[src/rtl/ped_request_arbiter_pkg.sv]
// Shared types and constants for the pedestrian request arbiter.
// Latency: n/a (types, constants and a width helper only).
// Backpressure: n/a.
package traffic_pkg;

    typedef enum logic [1:0] {
        DIR_N,
        DIR_E,
        DIR_S,
        DIR_W
    } dir_t;

    typedef enum logic [1:0] {
        IDLE,
        OFFER,
        SERVE,
        HOLDOFF
    } arb_state_t;

    localparam int N_DIR_DEFAULT = 4;

    // Cycle constants derived from the 50 MHz system clock.
    localparam int CLK_HZ                 = 50_000_000;
    localparam int HOLDOFF_CYCLES_DEFAULT = 5 * CLK_HZ;    // 5 s gap after a service
    localparam int SERVE_TIMEOUT_DEFAULT  = 30 * CLK_HZ;   // 30 s before declaring a fault

    // Bits needed to hold 0..max_count; never less than one bit so a zero
    // parameter still yields a legal counter.
    function automatic int cnt_width(input int max_count);
        int w;
        w = $clog2(longint'(max_count) + 1);
        return (w < 1) ? 1 : w;
    endfunction

endpackage

[src/rtl/ped_request_arbiter_rr_select.sv]
// Round-robin picker: first set bit of pending, searching from rr_ptr and wrapping.
// Latency: purely combinational.
// Backpressure: none; ports are pending/rr_ptr in, any/selected out.
module rr_select #(
    parameter int N_DIR = 4
) (
    input  logic [N_DIR-1:0]         pending,
    input  logic [$clog2(N_DIR)-1:0] rr_ptr,
    output logic                     any,
    output logic [$clog2(N_DIR)-1:0] selected
);

    localparam int DW = $clog2(N_DIR);

    always_comb begin
        logic [DW-1:0] cand;
        any      = 1'b0;
        selected = '0;
        cand     = '0;
        // Walk from the farthest candidate back towards rr_ptr so that the
        // nearest pending direction is written last and wins.
        for (int k = N_DIR - 1; k >= 0; k--) begin
            cand = DW'((int'(rr_ptr) + k) % N_DIR);
            if (pending[cand]) begin
                any      = 1'b1;
                selected = cand;
            end
        end
    end

endmodule

[src/rtl/ped_request_arbiter.sv]
// Latches pedestrian button presses per direction and grants them one at a time, round-robin.
// Latency: press -> pending 1 cycle, pending -> grant_valid 1 cycle; serve_done -> next grant HOLDOFF_CYCLES+2.
// Backpressure: grant_dir/grant_valid hold until grant_ready; new presses keep latching meanwhile.
// Ports: clk/rst (async, active-high), btn_level in, grant_valid/grant_dir/grant_ready handshake,
//        serve_done pulse in, pending/busy/fault status out.
module ped_request_arbiter
    import traffic_pkg::*;
#(
    parameter int N_DIR          = N_DIR_DEFAULT,
    parameter int HOLDOFF_CYCLES = HOLDOFF_CYCLES_DEFAULT,
    parameter int SERVE_TIMEOUT  = SERVE_TIMEOUT_DEFAULT
) (
    input  logic                     clk,
    input  logic                     rst,
    input  logic [N_DIR-1:0]         btn_level,
    output logic                     grant_valid,
    output logic [$clog2(N_DIR)-1:0] grant_dir,
    input  logic                     grant_ready,
    input  logic                     serve_done,
    output logic [N_DIR-1:0]         pending,
    output logic                     busy,
    output logic                     fault
);

    localparam int DW = $clog2(N_DIR);
    localparam int SW = cnt_width(SERVE_TIMEOUT);
    localparam int HW = cnt_width(HOLDOFF_CYCLES);

    arb_state_t       state;
    logic [N_DIR-1:0] btn_prev;
    logic [N_DIR-1:0] rise;
    logic [N_DIR-1:0] grant_mask;
    logic [DW-1:0]    rr_ptr;
    logic [DW-1:0]    sel_dir;
    logic             sel_any;
    logic             handshake;
    logic [SW-1:0]    serve_cnt;
    logic [HW-1:0]    hold_cnt;

    assign rise       = btn_level & ~btn_prev;
    assign handshake  = grant_valid & grant_ready;
    assign grant_mask = handshake ? (N_DIR'(1) << grant_dir) : '0;
    assign busy       = (state != IDLE);

    // btn_prev resets to all-ones so a button held through reset must be
    // released and pressed again before it counts. Clear beats set.
    always_ff @(posedge clk or posedge rst) begin
        if (rst) begin
            btn_prev <= '1;
            pending  <= '0;
        end else begin
            btn_prev <= btn_level;
            pending  <= (pending | rise) & ~grant_mask;
        end
    end

    rr_select #(
        .N_DIR(N_DIR)
    ) u_rr_select (
        .pending (pending),
        .rr_ptr  (rr_ptr),
        .any     (sel_any),
        .selected(sel_dir)
    );

    always_ff @(posedge clk or posedge rst) begin
        if (rst) begin
            state       <= IDLE;
            grant_valid <= 1'b0;
            grant_dir   <= '0;
            rr_ptr      <= '0;
            serve_cnt   <= '0;
            hold_cnt    <= '0;
            fault       <= 1'b0;
        end else begin
            case (state)
                IDLE: begin
                    if (sel_any) begin
                        state       <= OFFER;
                        grant_valid <= 1'b1;
                        grant_dir   <= sel_dir;
                    end
                end
                // grant_dir stays frozen here; later presses only affect pending.
                OFFER: begin
                    if (handshake) begin
                        state       <= SERVE;
                        grant_valid <= 1'b0;
                        serve_cnt   <= '0;
                        rr_ptr      <= (grant_dir == DW'(N_DIR - 1)) ? '0 : grant_dir + 1'b1;
                    end
                end
                SERVE: begin
                    if (serve_done) begin
                        state     <= HOLDOFF;
                        serve_cnt <= '0;
                        hold_cnt  <= '0;
                    end else if (int'(serve_cnt) >= SERVE_TIMEOUT - 1) begin
                        // This edge is the SERVE_TIMEOUT-th cycle since the handshake.
                        fault     <= 1'b1;
                        state     <= HOLDOFF;
                        serve_cnt <= '0;
                        hold_cnt  <= '0;
                    end else if (serve_cnt != '1) begin
                        serve_cnt <= serve_cnt + 1'b1;
                    end
                end
                // Exits after HOLDOFF_CYCLES+1 cycles, so a zero gap still costs one cycle.
                HOLDOFF: begin
                    if (int'(hold_cnt) >= HOLDOFF_CYCLES) begin
                        state <= IDLE;
                    end else if (hold_cnt != '1) begin
                        hold_cnt <= hold_cnt + 1'b1;
                    end
                end
                default: state <= IDLE;
            endcase
        end
    end

endmodule
[config.mk]
export PLATFORM = sky130hd
export DESIGN_NAME = ped_request_arbiter
export DESIGN_NICKNAME = d
export VERILOG_FILES = /design/src/rtl/ped_request_arbiter_pkg.sv /design/src/rtl/ped_request_arbiter_rr_select.sv /design/src/rtl/ped_request_arbiter.sv
export SDC_FILE = /design/constraint.sdc
export NUM_CORES = 1
export LEC_CHECK = 0
export CORE_MARGIN = 1.5
export CORE_UTILIZATION = 50
export DETAILED_ROUTE_END_ITERATION = 8
export GPL_ROUTABILITY_DRIVEN = 0
export GPL_TIMING_DRIVEN = 0
export PLACE_DENSITY = 0.78
export SLEW_MARGIN = 20
export SYNTH_ARGS = -nofsm -noshare
export SYNTH_HDL_FRONTEND = slang
export SYNTH_HIERARCHICAL = 1
export SYNTH_SLANG_ARGS = --single-unit
[constraint.sdc]
create_clock -name clk -period 4.7 [get_ports clk]
set_clock_uncertainty 0.05 [all_clocks]
set_input_delay 0.47 -clock clk [delete_from_list [all_inputs] [get_ports clk]]
set_output_delay 0.47 -clock clk [all_outputs]
set_load 0.02 [all_outputs]
==> metrics.cfg, run 1 <==
[run_status]
status=complete, no violations

[drt]
firstDrtPassIters=6
drtIter0Drc=457
ant_nets=0
routed_via_density=6.541
totalWireLength_mm=11.67
via_count=4245
drc=0
wl_per_cell_um=17.98

[floorplan]
die_area_mm2=0.009760
start_util_pct=52.10
io_pins=17
die_h_um=98.80
dieWidth_um=98.80
design.core.area_mm2=0.008806
core.rowCount=34

[placement]
dpl.hpwl_mm=7.932
port_buffers=16
dp_slack_ps=1814
dp.cells=633

[yosys]
synthTopCellsByArea=dfrtp_1 (39%), nand2_1 (4.4%), nand3_1 (3.7%), ha_1 (3.0%), a21oi_1 (2.9%)
ys_ff_latch=75
netlist_instances=508
synth_seq_area_share_pct=41.01
synth_nets=527
synth_edf_count=0
yosysMostFrequentCell=dfrtp_1
synth_cell_type_count=67
synth_top_area_share_pct=38.72
synth_warnings=6
ys_top_cells_by_count=dfrtp_1 (71), nand2_1 (54), nand3_1 (34)
synth_top_area_cell=dfrtp_1
synthFlopType=dfrtp_1
synthesis.area_mm2=0.004588
syn_area_per_cell_um2=9.032
async_reset_ff_share_pct=100.0

[timing]
rsz0062_at_grt=false
setup_violations=0
slew_headroom_pct=61.96
max_freq_mhz=374.1
hold_slack_ps=430.5
finalHoldViolations=0
worst_slack_ps=2027
final_max_slew_viol_count=0
min_period_ps=2673
tightest_slew_ps=570.7
tns_ps=0
finalCritPeriodShare_pct=56.87

[critical_path]
crit_required_ps=4920
worstSetupPathType=register to register
cp_slowest_cell=or4_4
path_cells=or4_4 > a21oi_2 > o2bb2ai_2 > a211oi_4 > clkbuf_1 > o211ai_1 > o311ai_1
end_kind=register
reg2reg_depth=7
cpPeakStageDelay_ps=570
startpoint_type=register
arrival_ps=2890
crit_fanout=10

[min_path]
hold_depth=1
holdCritPathClass=register to register

[clock_tree]
cts-resized-gates=0
cts_made_buffers=9
htree_levels=3
cts_setup_buffers=0
hold_buffers=0
clkLatencyLatePin_ps=370
cts_tree=yes
cts_root_buffer=clkbuf_8
clockBufferDepth=2
cts.clk_slew.worst_paths_ps=90
clock_sinks=75

[global_routing]
grt_pass1_vias=4121
grt_pass1_wl_mm=19.74
grt-ovfl-total=0
grtUsageTotal_pct=25.31
antenna_found_initial=0
grt_max_degree=41

[finish]
diodes=0
layout-drive-gt1-share_pct=9.612
area.growth.synth_to_final_pct=11.67
final_nets=555
layoutNonFillerInstCount=649

[power]
irDropWorstVdd_v=0.0003234
power_density_mw_per_mm2=471.2
p_leak_nw=2.266

[flow_run]
drv_cap=0

[kinds of logic after synthesis]
kind of cell | synth area share, %
AO/OA/AOI/OAI | 22.93
AND/OR/NAND/NOR | 26.75
buffers and inverters | 4.881
multiplexers | 1.418
adder cells (fa/ha/maj) | 3.000
flip-flops | 41.01
[stage by stage]
step                      instance area [µm²]  power [mW]  utilization (%)
after CTS                                5124       2.413            58.18
after global placement                   4883       1.808            55.46
final                                    5124       2.414            58.18
after floorplan                          4588       1.503                -
after global routing                     5124       2.565            58.18
after detailed placement                 4906       1.849            55.71
[power by group]
part	leakage, nW	total (mW)	internal (mW)	switching (mW)
Clock	0.108	0.555	0.303	0.252
Sequential	1.00	0.830	0.726	0.103
Combinational	1.16	1.03	0.354	0.676
Total	2.27	2.41	1.38	1.03
[state kept, by name, summed over array words and instances, names as in the netlist]
name         count
rr_ptr           2
btn_prev         4
pending          4
grant_dir        2
serve_cnt       31
fault            1
grant_valid      1
state            2
hold_cnt        28
[worst paths after layout]
kind                                    start             to  slack, ps
worst min-delay path                    fault          fault        430
worst max-delay path            serve_cnt[18]  serve_cnt[29]       2030
min in group asynchronous                 rst  serve_cnt[16]        460
worst min register to register          fault          fault        430
max in group asynchronous                 rst   serve_cnt[2]       3560
worst max register to register  serve_cnt[18]  serve_cnt[29]       2030
[per-layer routing]
metal | vias to the layer above | share of wire (%) | GRT usage [%]
li1 | 1968 | - | -
met1 | 2071 | 44 | 34.76
met2 | 179 | 47 | 39.79
met3 | 27 | 6.7 | 4.255
met4 | 0 | 2.3 | 10.77
met5 | - | 0 | 0
[area by class of cell]
| class | count | area (µm²) |
|---|---|---|
| sequential | 75 | 1882 |
| timing repair buffer | 17 | 180.2 |
| inverter | 24 | 92.59 |
| multi-input combinational | 383 | 2482 |
| tap | 108 | 135.1 |
| fill | 779 | 3682 |
| buffer | 26 | 133.9 |
| clock buffer | 11 | 131.4 |
| clock inverter | 5 | 86.33 |
[cells in the final DEF, fill, tap and decap left out, drive strengths merged, types with 7 or more instances in the layout]
cell / n
ha: 11
nand4: 18
or4: 7
nor4: 13
o31ai: 7
a21oi: 28
a22o: 12
o21ai: 22
a211o: 12
clkdlybuf4s50: 16
a21o: 12
dfrtp: 71
buf: 13
and2: 9
nor2: 26
nor3: 16
nand2b: 7
and3: 14
nand3: 34
o211a: 8
clkbuf: 25
and4: 7
inv: 25
nand2: 55
[worst max-delay path: cells and delay by family (launching register included)]
family          cells  cell delay, ps
simple gates        1             570
flops               1             440
buf+inv             1             490
compound gates      5            1030
Note: power is estimated with default switching activity, not from simulation.
==> run 2: changes to the inputs <==
--- a/config.mk
+++ b/config.mk
@@ -10,7 +10,7 @@
 export DETAILED_ROUTE_END_ITERATION = 8
 export GPL_ROUTABILITY_DRIVEN = 0
 export GPL_TIMING_DRIVEN = 0
-export PLACE_DENSITY = 0.78
+export PLACE_DENSITY = 0.81
 export SLEW_MARGIN = 20
 export SYNTH_ARGS = -nofsm -noshare
 export SYNTH_HDL_FRONTEND = slang
==> constraint.sdc (replaced) <==
create_clock -name clk -period 2.4 [get_ports clk]
set_clock_uncertainty 0.05 [all_clocks]
set_input_delay 0.24 -clock clk [delete_from_list [all_inputs] [get_ports clk]]
set_output_delay 0.24 -clock clk [all_outputs]
set_load 0.02 [all_outputs]
==> metrics.cfg, run 2 (same netlist as run 1, synthesis figures left out) <==
[run_status]
status=finished, violations left
violations=negative setup slack

[clock_tree]
hold_buffers=0  ; unchanged
cts_made_buffers=9  ; unchanged
clock_sinks=75  ; unchanged
htree_levels=3  ; unchanged
cts_root_buffer=clkbuf_8
cts_tree=yes
cts.clk_slew.worst_paths_ps=90  ; about the same
clkLatencyLatePin_ps=360  ; about the same
clockBufferDepth=2  ; unchanged

[finish]
top_register=serve_cnt
diodes=0  ; unchanged
final_nets=580  ; +4.5%
final_common_cell=dfrtp_1
largestRegisters=serve_cnt: 31 flops, hold_cnt: 28 flops
layout_common_cells=dfrtp_1 (70), nand2_1 (53), nand3_1 (32)
area.growth.synth_to_final_pct=20.97
fin_area_mm2=0.005550  ; +8.3%
largest_reg_flops=31  ; unchanged
layoutNonFillerInstCount=674  ; +3.9%
layout-drive-gt1-share_pct=19.26  ; +9.6 points

[global_routing]
grt-ovfl-total=0  ; unchanged
antenna_found_initial=0  ; unchanged
grt_max_degree=59  ; +44%
grtUsageTotal_pct=25.76  ; +0.45 points
grt_pass1_wl_mm=20.31  ; +2.9%
grt_pass1_vias=4301  ; +4.4%

[floorplan]
die_h_um=98.80  ; unchanged
die_area_mm2=0.009760  ; unchanged
design.core.area_mm2=0.008806  ; unchanged
start_util_pct=52.10  ; unchanged
io_pins=17  ; unchanged
core.rowCount=34  ; unchanged
dieWidth_um=98.80  ; unchanged

[drt]
drc=0  ; unchanged
wl_per_cell_um=18.69  ; +3.9%
ant_nets=0  ; unchanged
routed_via_density=6.665  ; +1.9%
via_count=4492  ; +5.8%
firstDrtPassIters=6  ; unchanged
totalWireLength_mm=12.60  ; +7.9%
drtIter0Drc=661  ; +45%

[critical_path]
cpPeakStageDelay_ps=510  ; -60 ps
path_cells=ha_1 > clkbuf_1 > clkbuf_1 > a41oi_1 > a21oi_1 > o31ai_1
worstSetupPathType=register to register
cp_slowest_cell=clkbuf_1
cpLargestDelayFamily=buffers and inverters
end_kind=register
crit_required_ps=2580  ; -2340 ps
r2r_setup_slack_ps=-50  ; -2080 ps
arrival_ps=2630  ; -260 ps
crit_fanout=10  ; unchanged
critPathBufInv=2  ; +1
r2r-start=state[1]
startpoint_type=register
cp_common_cell=clkbuf_1
r2r-end=hold_cnt[24]
reg2reg_depth=6  ; -1

[power]
power_density_mw_per_mm2=893.9  ; +90%
p_leak_nw=2.438  ; +7.6%
irDropWorstVdd_v=0.0006552  ; +100%

[placement]
dp.cells=633  ; unchanged
dpl.hpwl_mm=7.917  ; -0.19%
port_buffers=16  ; unchanged
dpl_cell_area_mm2=0.004913  ; +0.15%

[timing]
finalCritPeriodShare_pct=102.1  ; +45 points
rsz0062_at_grt=true
hold_slack_ps=107.9  ; -322.6 ps
worst_slack_ps=-50.86  ; -2078 ps
finalHoldViolations=0  ; unchanged
final_max_slew_viol_count=0  ; unchanged
slew_headroom_pct=58.90  ; -3.1 points
tns_ps=-56.04  ; -56.04 ps
max_freq_mhz=408.0  ; +9.1%
tightest_slew_ps=616.6  ; +45.92 ps
min_period_ps=2451  ; -222.2 ps
setup_violations=2  ; +2

[flow_run]
drv_cap=0  ; unchanged

[min_path]
holdCritPathClass=input pin to async pin

[run 2: changes by cell type in the layout (fill, tap and decap cells not counted), sizes merged]
cell      change
clkinvlp      +3
bufinv        -2
buf          +24
[run 2: per-layer routing]
layer  GRT usage [%]  share of wire, %  vias to the layer above
li1                -                 -                     2023
met1           35.02                41                     2188
met2           40.53                47                      224
met3           4.043               8.1                       57
met4           12.20               3.1                        0
met5               0                 0                        -
[run 2: worst max-delay path by stage]
stage,startpoint,to,cells after the start
global route,state[1],hold_cnt[27],6
finish,state[1],hold_cnt[24],6
detailed placement,serve_cnt[18],hold_cnt[6],7
floorplan,hold_cnt[0],hold_cnt[20],7
global placement,rst,hold_cnt[11],2
CTS,serve_cnt[25],hold_cnt[9],9
[run 2: power by group]
group / total [mW] / internal (mW) / switching, mW / leakage (nW)
registers: 1.62 / 1.42 / 0.198 / 0.999
clock network: 0.878 / 0.375 / 0.503 / 0.0787
logic: 2.46 / 0.975 / 1.49 / 1.36
total: 4.96 / 2.77 / 2.19 / 2.44
[run 2: per-stage QoR]
stage / setup slack [ps] / power, mW / util, %
floorplan: 137.1 / 2.944 / -
CTS: -1.122 / 4.721 / 60.67
global route: -136.2 / 5.238 / 63.03
global placement: -1063 / 3.528 / 55.46
detailed placement: -236.7 / 3.626 / 55.80
finish: -50.86 / 4.961 / 63.03
[run 2: layout make-up]
cell class	count	area, µm²
buffer	25	160.2
timing repair buffer	43	426.7
fill	658	3256
clock buffer	10	127.6
inverter	24	92.59
tap	108	135.1
sequential	75	1883
multi-input combinational	383	2684
clock inverter	6	41.29
[run 2: repair_timing]
action	4_1_cts	5_1_grt
cloned	1	1
endpoints found under the hold margin	0	0
endpoints found under the setup margin	54	55
resized for setup	23	43
pin swaps	10	25
setup buffers	21	3
